===== src/rtl/uart_tx.sv =====
// UART transmitter: start bit, DATA_WIDTH data bits LSB-first, optional
// parity bit, one stop bit. One serial bit per CLK cycle. TX_OUT and Busy
// are registered and change on the same edge as the state register.
module uart_tx #(
  parameter int DATA_WIDTH = 8
) (
  input  logic                  CLK,
  input  logic                  RST,
  input  logic [DATA_WIDTH-1:0] P_DATA,
  input  logic                  Data_Valid,
  input  logic                  PAR_EN,
  input  logic                  PAR_TYP,
  output logic                  TX_OUT,
  output logic                  Busy
);

  localparam int CNT_W = (DATA_WIDTH > 1) ? $clog2(DATA_WIDTH) : 1;
  localparam logic [CNT_W-1:0] CNT_LAST = CNT_W'(DATA_WIDTH - 1);

  typedef enum logic [2:0] {
    S_IDLE   = 3'd0,
    S_START  = 3'd1,
    S_DATA   = 3'd2,
    S_PARITY = 3'd3,
    S_STOP   = 3'd4
  } state_e;

  // Even parity is the XOR of all bits; odd parity is its inverse.
  function automatic logic calc_parity(input logic [DATA_WIDTH-1:0] d,
                                       input logic                  odd);
    return (^d) ^ odd;
  endfunction

  state_e                state_q,  state_d;
  logic [CNT_W-1:0]      cnt_q,    cnt_d;
  logic [DATA_WIDTH-1:0] data_q,   data_d;
  logic                  par_en_q, par_en_d;
  logic                  par_bit_q, par_bit_d;
  logic                  tx_q,     tx_d;
  logic                  busy_q,   busy_d;
  logic [CNT_W-1:0]      cnt_inc_s;

  assign TX_OUT = tx_q;
  assign Busy   = busy_q;

  // Next-state, next-output and datapath logic. Outputs are computed for the
  // state being entered so the registered values line up with the state.
  always_comb begin
    state_d   = state_q;
    cnt_d     = cnt_q;
    data_d    = data_q;
    par_en_d  = par_en_q;
    par_bit_d = par_bit_q;
    tx_d      = 1'b1;
    busy_d    = 1'b0;
    cnt_inc_s = cnt_q + CNT_W'(1);

    case (state_q)
      S_IDLE: begin
        if (Data_Valid) begin
          // Latch the word and config; parity is fixed for the whole frame.
          state_d   = S_START;
          data_d    = P_DATA;
          par_en_d  = PAR_EN;
          par_bit_d = calc_parity(P_DATA, PAR_TYP);
          cnt_d     = {CNT_W{1'b0}};
          tx_d      = 1'b0;
          busy_d    = 1'b1;
        end else begin
          state_d = S_IDLE;
          tx_d    = 1'b1;
          busy_d  = 1'b0;
        end
      end

      S_START: begin
        state_d = S_DATA;
        cnt_d   = {CNT_W{1'b0}};
        tx_d    = data_q[0];
        busy_d  = 1'b1;
      end

      S_DATA: begin
        busy_d = 1'b1;
        if (cnt_q == CNT_LAST) begin
          cnt_d = {CNT_W{1'b0}};
          if (par_en_q) begin
            state_d = S_PARITY;
            tx_d    = par_bit_q;
          end else begin
            state_d = S_STOP;
            tx_d    = 1'b1;
          end
        end else begin
          state_d = S_DATA;
          cnt_d   = cnt_inc_s;
          tx_d    = data_q[cnt_inc_s];
        end
      end

      S_PARITY: begin
        state_d = S_STOP;
        tx_d    = 1'b1;
        busy_d  = 1'b1;
      end

      S_STOP: begin
        // Always pass through IDLE so frames are separated by an idle bit.
        state_d = S_IDLE;
        tx_d    = 1'b1;
        busy_d  = 1'b0;
      end

      default: begin
        state_d = S_IDLE;
        cnt_d   = {CNT_W{1'b0}};
        tx_d    = 1'b1;
        busy_d  = 1'b0;
      end
    endcase
  end

  // State, datapath and output registers; async reset aborts any frame.
  always_ff @(posedge CLK or negedge RST) begin
    if (!RST) begin
      state_q   <= S_IDLE;
      cnt_q     <= {CNT_W{1'b0}};
      data_q    <= {DATA_WIDTH{1'b0}};
      par_en_q  <= 1'b0;
      par_bit_q <= 1'b0;
      tx_q      <= 1'b1;
      busy_q    <= 1'b0;
    end else begin
      state_q   <= state_d;
      cnt_q     <= cnt_d;
      data_q    <= data_d;
      par_en_q  <= par_en_d;
      par_bit_q <= par_bit_d;
      tx_q      <= tx_d;
      busy_q    <= busy_d;
    end
  end

endmodule


===== config.mk =====
export PLATFORM = sky130hd
export DESIGN_NAME = uart_tx
export DESIGN_NICKNAME = d
export VERILOG_FILES = /design/src/rtl/uart_tx.sv
export SDC_FILE = /design/constraint.sdc
export NUM_CORES = 1
export LEC_CHECK = 0
export ABC_CLOCK_PERIOD_IN_PS = 2200
export BUFFER_PORTS_ARGS = -buffer_cell sky130_fd_sc_hd__buf_2
export CAP_MARGIN = 25
export CORE_UTILIZATION = 57
export CTS_BUF_LIST = sky130_fd_sc_hd__clkbuf_4 sky130_fd_sc_hd__clkbuf_8
export CTS_CLUSTER_SIZE = 10
export DETAILED_ROUTE_END_ITERATION = 6
export GPL_ROUTABILITY_DRIVEN = 0
export PLACE_DENSITY = 0.8
export SLEW_MARGIN = 20
export SYNTH_ARGS = -nofsm -noshare
export SYNTH_HDL_FRONTEND = slang
export SYNTH_SLANG_ARGS = --single-unit

===== constraint.sdc =====
create_clock -name CLK -period 2.2 [get_ports CLK]
set_input_delay 0.44 -clock CLK [delete_from_list [all_inputs] [get_ports CLK]]
set_output_delay 0.44 -clock CLK [all_outputs]
set_load 0.02 [all_outputs]

[After elaboration in Yosys (flattened, before gate mapping)]
Cells that the tools add are included.
Cells by class
  reduce and logical (&&, ||, !) cells: 6
  mux-type cells: 15
  shift operators: 0
  add/sub/neg operators: 1
  multiply operators: 0
  div/mod/pow operators: 0
  equality and inequality tests: 6
  $lt $le $gt $ge: 1
  bitwise logic cells: 2
Operators with widths (number)
  3-bit 2-to-1 mux: 4
  3-bit one-hot mux with 4 select lines: 1
  3-bit one-hot mux with 3 select lines: 1
  8-bit XOR reduction: 1
  3-bit by 2-bit == test with 1-bit output (second input constant): 2
  3-bit == test (second input constant): 2
  1-bit 2-to-1 mux: 6
  3-bit by 4-bit < comparator with 1-bit output (second input constant): 1
  2-bit AND reduction: 2
  3-bit by 1-bit adder with 3-bit output (second input constant): 1
  1-bit binary-select mux with 3-bit select: 1
  3-bit by 1-bit == test with 1-bit output (second input constant): 1
  3-bit logical NOT: 1
  1-bit one-hot mux with 3 select lines: 1
  3-bit OR reduction: 1
  2-bit inequality test (second input constant): 1
  1-bit one-hot mux with 2 select lines: 1
  2-bit OR reduction: 1
  1-bit inverter: 1
  1-bit bitwise XOR: 1
Word-level totals
  bits in writable memories: 0
  ROM bits: 0
  memories kept: 0
  logic and storage cells: 38
  input bits: 13
  latch bits: 0
  bits in registers: 18

[Depth between registers and ports, before layout]
Gate-level depths: netlist (run 1).
  depth in word-level cells: 5
  mapped depth: 6
  mapped depth without buffers: 6

[Least setup slack after synthesis (run 1)]
Ideal clock, no wire load.
  kind: flip-flop to flip-flop
  from: register cnt_q[0]
  to: register tx_q, in the netlist TX_OUT
  setup time: 0.095 ns
  buffers on the path: 0
  stages on the path, launching flop included: 6
  arrival time: 1.732 ns
  path slack: 0.374 ns
  required time: 2.105 ns
  path through: dfrtp_1 ha_1 mux4_2 nor2b_4 a211oi_2 o221ai_1
Between the ends
  longest elaborated chain between the ends: 5
  elaborated cells on any way between the ends: 6
RTL lines
  start, declared: RTL line 35  | logic [CNT_W-1:0] cnt_q, cnt_d;
  start signal, assigned: RTL line 127  | cnt_q <= {CNT_W{1'b0}};
  start signal, assigned: RTL line 135  | cnt_q <= cnt_d;
  3-bit by 1-bit adder with 3-bit output: RTL line 56  | cnt_inc_s = cnt_q + CNT_W'(1);
  1-bit binary-select mux with 3-bit select: RTL line 97  | tx_d = data_q[cnt_inc_s];
  1-bit 2-to-1 mux (not written as such): RTL line 97
  1-bit 2-to-1 mux *: RTL line 85  | if (cnt_q == CNT_LAST) begin
  1-bit one-hot mux with 3 select lines *: RTL line 58  | case (state_q)
  named net tx_d: RTL line 39  | logic tx_q, tx_d;
  end signal, assigned: RTL line 139  | tx_q <= tx_d;
  end, declared: RTL line 39
The timed path passes the listed nets; every way through them passes the cells marked *. The select of a mux whose other input is x is not followed.
A chain may end at the register's enable or synchronous reset.

[Worst setup path after layout (run 1)]
Ends and elaborated chain as after synthesis.

==> summary.md, run 1 <==
The multiplexer fraction of the synthesized cell area was 18.5%. The average vias per placed instance came out at 5.87. TritonCTS built the clock tree. The worst-path cell with the longest stage delay was mux4_2. The leading cell type in the layout, fill and taps excluded is dfrtp_1. The power density over the cells works out to 1330 nW/um^2. Registers take 452 um^2. The number of cells on the worst reg-to-reg path is 5. The post-CTS setup repair buffer count is 0, and the portion of the clock cycle consumed by the worst path in the final layout is 89.7%. The sum of overflow across all layers after global routing is 0, and the core utilization of the finished layout is 68.6%.

In the layout the commonest cells are dfrtp_1, buf_2, mux2_1. In this run the vertical extent of the chip is 42.2 um. Synthesis produced 77 cells. Counting the fill cells in the layout gives 119. The clock passes through at most 2 buffers. For the worst setup path, the data arrival time is 2.18 ns. Yosys printed 0 warnings. The number of antenna diodes in the final layout is 0. Violation count after the first detailed-routing iteration: 6.

The clock edge transition at the registers on the reported setup and hold paths came out at 0.10 ns. The signal on the critical path passes through ha_1 > mux4_2 > nor2b_4 > a211oi_2 > o221ai_1. The detailed-routing iteration count for the pre-antenna-repair pass is 5.

The tools report the required time at the worst-slack endpoint as 2.40 ns. Across the run, the number of max-cap violations was 0. Wire length per cell after detailed routing: 14.9 um.

Summing over every cut layer, the via total after detailed routing is 634. The tools report the H-tree depth as 1. The tools report the CTS buffer count as 3. Maximum clock skew at final layout: 0.00438 ns.

For the area of the multi-input gates, the log shows 448 um^2. The flow ran to the end, and the final reports show no timing, DRC or antenna violations. Per-instance average area after synthesis: 12.0 um^2. For the total negative setup slack, the log shows 0 ns.

The startpoint-to-endpoint class of the critical path is reg2reg. Buffers placed on the I/O ports in this run total 14. For the final wirelength, the log shows 1610 um. The die covers 1780 um^2.

Starting density of the core: 61.1%. The tools report the worst path setup slack after routing as 0.226 ns. The logs give 0 for the initial antenna violation count and 0.23 ns for the reg2reg setup slack. The maximum vdd ir drop is 0.729 mV.

Summing every instance area after synthesis gives 921 um^2. The critical register-to-register path endpoint is TX_OUT. The layout cell share with drive strength beyond 1 is 26.1%, and the final layout net count is 108. The slew at the pin closest to its max-slew limit was 0.487 ns. After synthesis, the largest family of logic cells by area is multiplexers. The clock drives 18 sinks.

The wire length of the first global-routing pass is 2880 um, and the post-layout minimum cycle time is 1.97 ns. The delay of the slowest cell on the worst path came out at 0.52 ns. The number of library cell types mapped by synthesis is 31, and the placed cell area is 997 um^2. The post-route DRC violation count is 0, and the quantity of hold-fixing buffers added after cts is 0. In this run the count of I/O pins placed on the die edge is 15. Setup repair after global routing left no endpoint under its margin. The HPWL reported at the end of detailed placement came out at 1230 um. The xor and xnor fraction of the mapped netlist area was 8.15%; the final instance area was 1030 um^2.

The type of element launching the critical path is a register. Summing the areas of all compound-gate instances in the mapped netlist gives 8.70% of the synthesized area. At the placement stage, the worst setup path has a slack of 0.263 ns. In this run the standard cell core region covers 1510 um^2.

The adder and majority cell fraction of the synthesized area came out at 2.72%. Entering global routing, the biggest net connects 19 pins. The run gives 667 as the via count of the first global-routing pass. The number of nets handed over by synthesis was 92. The tools report the leakage power figure as 0.463 nW. Once detail routing completed, the nets flagged for antenna violations numbered 0. Static timing analysis puts the maximum clock frequency at 507 MHz. The tools report the cell at the root of the clock tree as clkbuf_4. The sequential cell area fraction in the yosys report was 49.0%. In this run the worst hold path is classified as in2async. Sort of element at the end of the critical path: a register. In this run, post-CTS repair resized a total of 0 instances. Clock latency on the worst-skew pair, taken at its later pin, is 0.29 ns.

The max-slew headroom at the worst pin was 67.5%; the flip-flop and latch count after synthesis was 18. The initialized floorplan defines 14 standard-cell rows. Setup violations remaining at the end of the flow were counted as 0.

In this run the critical register-to-register path is launched from cnt_q[0]. For the final max-slew violation count, the log shows 0. Global-route total usage across every layer: 21.5%. The area growth from synthesis to layout is 12.2%. The largest driver fanout on the critical path came out at 6.

The simple logic cell fraction of the synthesized area was 10.6%; the final-report hold violation count was 0. Horizontal extent of the die: 42.2 um.
-- worst max-delay path: cells and delay by family (launching register included) --
| family | cells | cell delay (ns) |
|---|---|---|
| muxes | 1 | 0.52 |
| DFF | 1 | 0.49 |
| adders and majority gates | 1 | 0.39 |
| AOI/OAI and AO/OA | 2 | 0.35 |
| and+or+nand+nor | 1 | 0.14 |
-- synth_stat cells --
| library cell | n | area, um^2 |
|---|---|---|
| nand2_1 | 6 | 22.5 |
| nor3_1 | 3 | 15.0 |
| xnor2_1 | 5 | 43.8 |
| xor2_1 | 1 | 8.76 |
| nor2b_1 | 1 | 6.26 |
| inv_2 | 1 | 3.75 |
| o21ai_0 | 1 | 5.00 |
| dfrtp_1 | 17 | 425 |
| and2_1 | 1 | 6.26 |
| a211oi_1 | 1 | 7.51 |
| o211ai_1 | 1 | 7.51 |
| mux2_2 | 1 | 11.3 |
| inv_1 | 1 | 3.75 |
| buf_2 | 2 | 10.0 |
| a31oi_1 | 1 | 6.26 |
| nor3b_1 | 1 | 7.51 |
| a22oi_1 | 1 | 7.51 |
| mux2i_1 | 2 | 20.0 |
| nor2_1 | 7 | 26.3 |
| o221ai_1 | 1 | 8.76 |
| mux2_1 | 8 | 90.1 |
| xnor3_1 | 1 | 22.5 |
| mux4_1 | 1 | 26.3 |
| a21oi_1 | 2 | 10.0 |
| mux4_2 | 1 | 22.5 |
| o21ai_1 | 3 | 15.0 |
| buf_1 | 1 | 3.75 |
| nor2b_4 | 1 | 13.8 |
| ha_1 | 2 | 25.0 |
| a211oi_2 | 1 | 12.5 |
| dfstp_2 | 1 | 26.3 |
-- through the flow --
stage / total power, W / hold slack [ns] / cells
6_report: 0.00138 / 0.0500 / 108
5_1_grt: 0.00147 / 0.0804 / 108
4_1_cts: 0.00138 / 0.0639 / 108
3_5_place_dp: 0.00118 / 0.389 / 104
3_3_place_gp: 0.00115 / 0.388 / 104
2_1_floorplan: 0.00105 / 0.144 / 77
-- final cells by class --
| cell class | instances | area share, % |
|---|---|---|
| sequential | 18 | 43.7 |
| clock buffer | 4 | 3.51 |
| multi-input combinational | 54 | 43.3 |
| tap | 16 | 1.94 |
| inverter | 2 | 0.726 |
| timing repair buffer | 14 | 6.78 |
-- where the power goes --
part / total [W] / leakage (nW) / switching, W / internal [W]
clock: 0.000200 / 0.0210 / 0.0000994 / 0.000101
sequential: 0.000634 / 0.218 / 0.000144 / 0.000489
combinational: 0.000543 / 0.224 / 0.000243 / 0.000300
total: 0.00138 / 0.463 / 0.000487 / 0.000890
-- per-layer routing --
metal	up-vias	track usage, %	wire length [um]
met1	302	27.7	734
met4	0	9.38	18
li1	304	-	-
met5	-	0	0
met2	24	34.5	775
met3	4	5.17	83
-- worst max path at each step --
stage	from	end	slack (ns)	depth (start not counted)
global route	cnt_q[0]	TX_OUT	0.17	5
detailed placement	cnt_q[0]	TX_OUT	0.26	5
global placement	cnt_q[0]	TX_OUT	0.32	5
finish	cnt_q[0]	TX_OUT	0.23	5
floorplan	cnt_q[0]	TX_OUT	0.37	5
CTS	cnt_q[0]	TX_OUT	0.24	5
-- logic make-up after synthesis --
| kind of cell | after synthesis |
|---|---|
| xor gates and xnor gates | 7 |
| AOI/OAI and AO/OA | 12 |
| muxes | 13 |
| DFF | 18 |
| and+or+nand+nor | 20 |
| adders and majority gates | 2 |
| buffers and inverters | 5 |
-- sequential cells by signal, indices dropped and copies added, names as in the netlist --
register / flops
TX_OUT: 1
cnt_q: 3
state_q: 3
par_bit_q: 1
par_en_q: 1
data_q: 8
Busy: 1
(Power assumes the default switching activity.)
==> run 2, diff against run 1 <==
--- a/config.mk
+++ b/config.mk
@@ -5,7 +5,7 @@
 export SDC_FILE = /design/constraint.sdc
 export NUM_CORES = 1
 export LEC_CHECK = 0
-export ABC_CLOCK_PERIOD_IN_PS = 2200
+export ABC_CLOCK_PERIOD_IN_PS = 1950
 export BUFFER_PORTS_ARGS = -buffer_cell sky130_fd_sc_hd__buf_2
 export CAP_MARGIN = 25
 export CORE_UTILIZATION = 57
==> constraint.sdc (replaced) <==
create_clock -name CLK -period 1.95 [get_ports CLK]
set_input_delay 0.39 -clock CLK [delete_from_list [all_inputs] [get_ports CLK]]
set_output_delay 0.39 -clock CLK [all_outputs]
set_load 0.02 [all_outputs]
==> run 2 against run 1 <==
Effect of this change: critical endpoint unchanged; highest routed layer unchanged; combinational power up 41%; critical path depth unchanged; die area stayed put; flip-flop and latch count stayed put; largest cell class is now multi-input combinational cells.
==> summary.md, run 2 (synthesized netlist as in run 1, its figures left out) <==
The run finished with clean final reports. The run gives 2.16 ns as the required time at the worst-slack endpoint. For the CTS buffer count, the log shows 3. The TritonCTS sink count was 18. The cell sitting at the root of the clock tree is a clkbuf_4.

The final max-slew violation count was 0; the portion of the clock cycle consumed by the worst path in the final layout was 93.3%. The largest driver fanout on the critical path works out to 3. Measured on the finished design, the core utilization comes to 72.3%. The worst-path cell with the longest stage delay is mux4_2.

The initial antenna violation count is 0. Source of the worst register-to-register timing path: cnt_q[1]. In the global route stage, met2 resource usage came out at 38.5%.

The reg2reg setup slack was 0.13 ns. The number of placed I/O pins was 15; the met1 layer usage reported by global route was 31.6%. STA classifies the critical path startpoint as a register.

For the final database, setup skew stands at 0.00532 ns. Measured in cells, the most critical reg-to-reg path has a length of 5. The analysis attributes to cell leakage a power of 0.479 nW. Setup violations remaining at the end of the flow were counted as 0. Global routing finished with a remaining overflow of 0. The tools report the HPWL reported at the end of detailed placement as 1420 um. Cells with a size suffix above 1 make up 31.3% of the layout. The final-report hold violation count is 0.

The slew at the pin closest to its max-slew limit is 0.479 ns. Summing over every cut layer, the via total after detailed routing is 652. The leading cell type in the layout, fill and taps excluded was dfrtp_1. The worst-case IR drop observed on VDD is 0.761 mV.

End point of the critical path: TX_OUT. The vertical die dimension is 42.2 um, and the met3 track demand over resource is 3.88%. Clock-pin slew was measured on the worst setup and hold paths at 0.10 ns. Traced cell by cell, the critical path runs through ha_4 > mux4_2 > nor2b_4 > a211oi_2 > o221ai_1. In the final design database the tool counted 112 nets.

The tightest min-delay check is of the in2async type. In the final layout, the registers with the most flip-flops are data_q: 8 flops, cnt_q: 3 flops, state_q: 3 flops. The floorplan step defined a die boundary enclosing 1780 um^2. The final wirelength came out at 1830 um. The maximum operating frequency came out at 550 MHz. The startpoint-to-endpoint class of the critical path was reg2reg. The average vias per placed instance is 5.82. Sort of element at the end of the critical path: a register. The global-route total usage across every layer is 24.2%.

The logs give 663 for the via count of the first global-routing pass and 0 for the number of antenna diodes. The sequential cells in the finished layout cover a total of 452 um^2. The detailed-routing iteration count for the pre-antenna-repair pass was 4; the area growth from synthesis to layout was 18.2%.

The peak-usage layer in the global routing report is met2. For the violation count after the first detailed-routing iteration, the log shows 14. The max-capacitance violation count came out at 0.

Headroom to the max-slew limit came out at 68.1%. Largest net degree at the start of global routing: 19. The power density over the cells was 1530 nW/um^2; the total negative setup slack was 0 ns. The number of port buffers is 14, and the wire length per cell after detailed routing is 16.3 um.

Number of placement rows: 14. The largest register by flop count was data_q. The run gives 61.1% as the starting density of the core. Summing all multi-input logic gate instances after layout gives 473 um^2.

Measured along the x axis, the die boundary spans 42.2 um. TritonCTS built the clock tree. Post-route antenna net violation count: 0. The number of flip-flops under the largest register name is 8, and the worst path arrival time is 2.03 ns.

The first global-routing pass estimated 3060 um of wire. Start point of the critical path: cnt_q[1]. The post-route DRC violation count is 0, and the clock latency reported for the late side of the worst-skew pair is 0.30 ns. The run gives 1510 um^2 as the area of the core. The worst register-to-register path ends at TX_OUT. The filler cell count in the final layout was 111. In the layout the commonest cells are dfrtp_1, buf_2, mux2_1. The clock passes through at most 2 buffers.

The delay of the slowest cell on the worst path came out at 0.51 ns. Setup repair after global routing left no endpoint under its margin. The post-layout minimum cycle time works out to 1.82 ns. The H-tree depth is 1.
-- run 2: cell count changes in the layout (fill, tap and decap cells not counted) --
cell / previous run / this run
buf_4: 0 / 4
ha_1: 2 / 0
ha_4: 0 / 2
-- run 2: how the worst min path moves through the flow --
stage	start	endpoint	slack, ns	depth (start not counted)
global route	RST	cnt_q[2]	0.02	1
floorplan	RST	Busy	0.09	0
finish	RST	cnt_q[2]	0.0006	1
detailed placement	RST	cnt_q[2]	0.34	1
global placement	RST	cnt_q[2]	0.34	1
CTS	RST	state_q[2]	0.01	1
-- run 2: report_power, final --
part           leakage, nW  switching, W  internal [W]
sequential           0.218      0.000116      0.000553
combinational        0.240      0.000360      0.000404
clock               0.0210      0.000115      0.000114
-- run 2: repair_timing --
item,CTS,global route
hold endpoints to repair,0,0
endpoints found under the setup margin,0,1
setup buffers,0,1
hold buffers,0,0
gates resized for setup,0,3
-- run 2: per-layer routing --
layer  vias up  wire (um)
met1       317        764
li1        310          -
met5         -          0
met3         5         71
met4         0         39
met2        20        950
-- run 2: through the flow --
| stage | hold slack, ns | total power, W | cell area (um^2) | worst slack (ns) | cells |
|---|---|---|---|---|---|
| 5_1_grt | 0.0152 | 0.00179 | 1090 | 0.0210 | 112 |
| 4_1_cts | 0.0116 | 0.00163 | 1060 | 0.0526 | 111 |
| 6_report | 0.000579 | 0.00166 | 1090 | 0.132 | 112 |
| 3_5_place_dp | 0.338 | 0.00140 | 1020 | 0.0701 | 107 |
| 3_3_place_gp | 0.338 | 0.00134 | 1020 | 0.187 | 107 |
| 2_1_floorplan | 0.0944 | 0.00118 | 921 | 0.124 | 77 |
-- run 2: cell type report --
type | instances | share of cell area, %
flip-flops and latches | 18 | 41.5
multi-input cells | 54 | 43.4
clock buffers | 4 | 3.33
well taps | 16 | 1.84
repair buffers | 18 | 9.20
inverters | 2 | 0.690
-- run 2: critical path: cells and delay by family, from the launching register on --
kind                       cells  cell delay, ns
AOI/OAI and AO/OA              2            0.35
adders and majority gates      1            0.30
DFF                            1            0.43
muxes                          1            0.51
and+or+nand+nor                1            0.14
